$ cat config.mk
export PLATFORM = sky130hd
export DESIGN_NAME = joy_md6_pad
export DESIGN_NICKNAME = d
export VERILOG_FILES = /design/src/rtl/joy_md6_pad.sv
export SDC_FILE = /design/constraint.sdc
export NUM_CORES = 1
export LEC_CHECK = 0
export CORE_UTILIZATION = 30
export CTS_CLUSTER_SIZE = 24
export DETAILED_ROUTE_END_ITERATION = 12
export GPL_TIMING_DRIVEN = 0
export PLACE_DENSITY = 0.47
export SLEW_MARGIN = 20
export SYNTH_ARGS = -nofsm -noshare
export SYNTH_HDL_FRONTEND = slang
export SYNTH_SLANG_ARGS = --single-unit
$ cat constraint.sdc
create_clock -name clk -period 7.7 [get_ports clk]
set_clock_uncertainty 0.05 [all_clocks]
set_input_delay 1.54 -clock clk [delete_from_list [all_inputs] [get_ports clk]]
set_output_delay 1.54 -clock clk [all_outputs]
set_load 0.05 [all_outputs]
$ cat src/rtl/joy_md6_pad.sv
// joy_md6_pad: Mega Drive 6-button pad emulator; drives the DB9 data pins from the select phase.
module joy_md6_pad #(
  parameter int TIMEOUT = 72000,
  parameter bit SIX_BTN = 1
) (
  input  logic        clk,
  input  logic        I_RESETn,
  input  logic        joy_sel,
  input  logic [11:0] buttons,
  output logic [5:0]  joy_out,
  output logic [2:0]  phase
);
  localparam logic [16:0] TMO = 17'(TIMEOUT);
  logic sel_m, sel_s, sel_d, edg, fall;
  logic [16:0] timer, timer_nx;
  logic [2:0] n_nx;
  logic [5:0] map;
  assign edg = sel_s ^ sel_d;
  assign fall = sel_d & ~sel_s;
  // an edge beats a same-cycle timeout, since timer_nx is then 0
  always_comb begin
    timer_nx = edg ? 17'd0 : (timer == TMO) ? timer : timer + 17'd1;
    n_nx = !SIX_BTN ? 3'd0 : fall ? ((phase == 3'd4) ? 3'd1 : phase + 3'd1) : (timer_nx == TMO) ? 3'd0 : phase;
    map = sel_s ? ((n_nx == 3'd3) ? ~{buttons[6], buttons[5], buttons[11:8]} : ~{buttons[6], buttons[5], buttons[3:0]})
                : {~buttons[7], ~buttons[4], (n_nx == 3'd3) ? 4'b0000 : (n_nx == 3'd4) ? 4'b1111 : {2'b00, ~buttons[1:0]}};
  end
  always_ff @(posedge clk or negedge I_RESETn)
    if (!I_RESETn) begin
      sel_m <= 1'b1;
      sel_s <= 1'b1;
      sel_d <= 1'b1;
      timer <= '0;
      phase <= '0;
      joy_out <= '1;
    end else begin
      sel_m <= joy_sel;
      sel_s <= sel_m;
      sel_d <= sel_s;
      timer <= timer_nx;
      phase <= n_nx;
      joy_out <= map;
    end
endmodule

==> out/metrics.cfg <==
[clock_tree]
hold_buffers = 0
cts_tree = done
clock_path_buffers = 2
htree_num_levels = 2
cts_setup_buffers = 0
clockRootBuffer = clkbuf_8
cts.sinks = 29
clk_latency_ns = 0.28
cts.clk_slew.worst_paths_ns = 0.06
ctsResizeCount = 0
cts_buffers = 5

[logic_synthesis]
netlist_instances = 170
ys_ff_latch = 29
synthFlopType = dfrtp_1
synth_top_cell_by_area = dfrtp_1
syn_avg_cell_area_sq_um = 10.1
synth_fp_nets = 190
synth_cell_types = 45
async_flop_share_pct = 100
synthTopCellsByCount = dfrtp_1 (20), nand2_1 (12), nor2_1 (12)
netlist_top_cells_area = dfrtp_1 (29%), dfstp_2 (14%), mux2i_1 (5.3%), xnor2_1 (4.1%), ha_1 (3.6%)
yosysWarnings = 0
yosysMostFrequentCell = dfrtp_1
synth_edf_count = 0
ys_seq_area_share_pct = 43.0
syn_area_sq_mm = 0.00172
netlist.area_leader.share_pct = 29.2

[grt]
antenna_found_initial = 0
grt_pass1_vias = 1345
grt.total_usage_pct = 13.6
grt_max_degree = 30
gr-total-overflow = 0
grt_pass1_wl_um = 6240

[layout]
fin_nets = 220
antenna_cells = 0
stdcell_area_sq_mm = 0.00213
drive_gt1_share_pct = 18.9
fin_cells = 273
syn2layout_area_growth_pct = 24.3

[route]
route.detailed.drc = 0
drt_pass1_iterations = 4
wl_met2_um = 1700
wirelength_um = 3640
wl_met3_um = 152
drt_first_iter_violations = 76
wl_per_cell_um = 13.3
drt-vias-per-instance = 4.88
top_layer_used = met4
postRouteAntennaNets = 0
wl_met1_um = 1720
vias = 1332

[status]
status = completed

[job]
drv_cap = 0

[sta]
relSlewSlack_pct = 55.8
final.period_utilization_pct = 41.4
finalSetupTns_ns = 0
rsz0062_at_grt = false
timing.final.hold_violations = 0
drv_slew = 0
fin_crit_ns = 3.19
worstMarginPinSlew_ns = 0.663
hold_slack_ns = 0.306
setup_violations = 0
max_freq_ghz = 0.313

[critical_path]
crit_path_cell_trace = clkdlybuf4s50_1
critPathKind = reg2out
cp-start-kind = register
cpPeakStageDelay_ns = 0.80
worst-path-buf-inv = 1
crit_fanout = 1
cp.required_ns = 6.11
crit_arrival_ns = 1.60
cpLargestDelayFamily = buffers and inverters
slowest_stage = clkdlybuf4s50_1
critPathCaptureType = primary output

[power_and_ir_drop]
power.leakage_nw = 0.851
p_per_area_mw_per_mm2 = 212
ir_worst_vdd_mv = 0.0955

[placement]
placed_cells = 265
io_buffers = 23
dpl_cell_area_sq_mm = 0.00203
hpwl_um = 2630
gp_congestion = 0.770

[die]
core_area_sq_mm = 0.00551
die_area_sq_mm = 0.00602
dieWidth_um = 77.6
rows = 27
fp.dieH_um = 77.6
io_pins = 24
initial_core_util_pct = 31.2

[worst_hold_path]
hp-class = reg2reg

==> cells by family after synthesis <==
kind of cell	synth area share [%]
simple gates	27.6
xor+xnor	5.62
mux	5.25
buf+inv	4.81
fa+ha+maj	3.65
flops	43.0
compound gates	10.1
==> layout by cell type (no fill, tap or decap), types with 3 or more instances in the layout <==
cell type	synthesis	routed
nor2b_1	4	4
and2_1	8	8
nand2b_1	4	4
nand3_1	10	10
nor3_1	7	7
inv_1	8	8
nor4_1	5	5
dfrtp_1	20	20
nand2_1	12	12
mux2i_1	9	9
nand4_1	4	4
a31oi_1	4	4
nor2_1	12	12
xnor2_1	8	8
clkdlybuf4s50_1	0	22
o21ai_0	4	4
buf_2	2	3
dfstp_2	9	9
xor2_1	3	3
ha_1	5	5
clkbuf_8	0	7
==> state kept, by name, indices dropped and copies added, names as in the netlist <==
register / cells
joy_out: 6
timer: 17
sel_s: 1
sel_d: 1
phase: 3
sel_m: 1
==> report_power, final <==
group,switching [W],internal (W),leakage [nW]
Sequential,0.0000119,0.000170,0.362
Clock,0.0000584,0.0000807,0.0542
Combinational,0.0000811,0.0000490,0.435
==> final cells by class <==
| class | instances | area [sq um] |
|---|---|---|
| fillers | 552 | 3370 |
| multi-input cells | 125 | 896 |
| repair buffers | 23 | 225 |
| inverters | 9 | 33.8 |
| plain buffers | 7 | 48.8 |
| clock inverters | 1 | 5.00 |
| clock buffers | 7 | 96.3 |
| flip-flops and latches | 29 | 737 |
| well taps | 72 | 90.1 |
==> worst paths after layout <==
kind | startpoint | end | slack (ns) | cells after the start
min | sel_m | sel_s | 0.31 | 0
max | joy_out[4] | joy_out[4] | 4.51 | 1
max reg2reg | sel_s | joy_out[2] | 4.53 | 10
max in group asynchronous | I_RESETn | phase[1] | 5.93 | 1
min in group asynchronous | I_RESETn | timer[8] | 1.24 | 1
min reg2reg | sel_m | sel_s | 0.31 | 0
==> through the flow <==
step | utilization, % | setup WS [ns] | total power [W]
2_1_floorplan | - | 4.95 | 0.000270
6_report | 38.7 | 4.51 | 0.000451
5_1_grt | 38.7 | 4.22 | 0.000480
3_3_place_gp | 37.0 | 4.48 | 0.000312
3_5_place_dp | 36.9 | 4.49 | 0.000315
4_1_cts | 38.7 | 4.46 | 0.000459
==> layer usage <==
layer  track usage (%)  up-vias
met2              21.9       31
met4              5.66        0
met3              3.53        8
met1              17.1      638
met5                 0        -
li1                  -      655
Note: power is estimated with default switching activity, not from simulation.
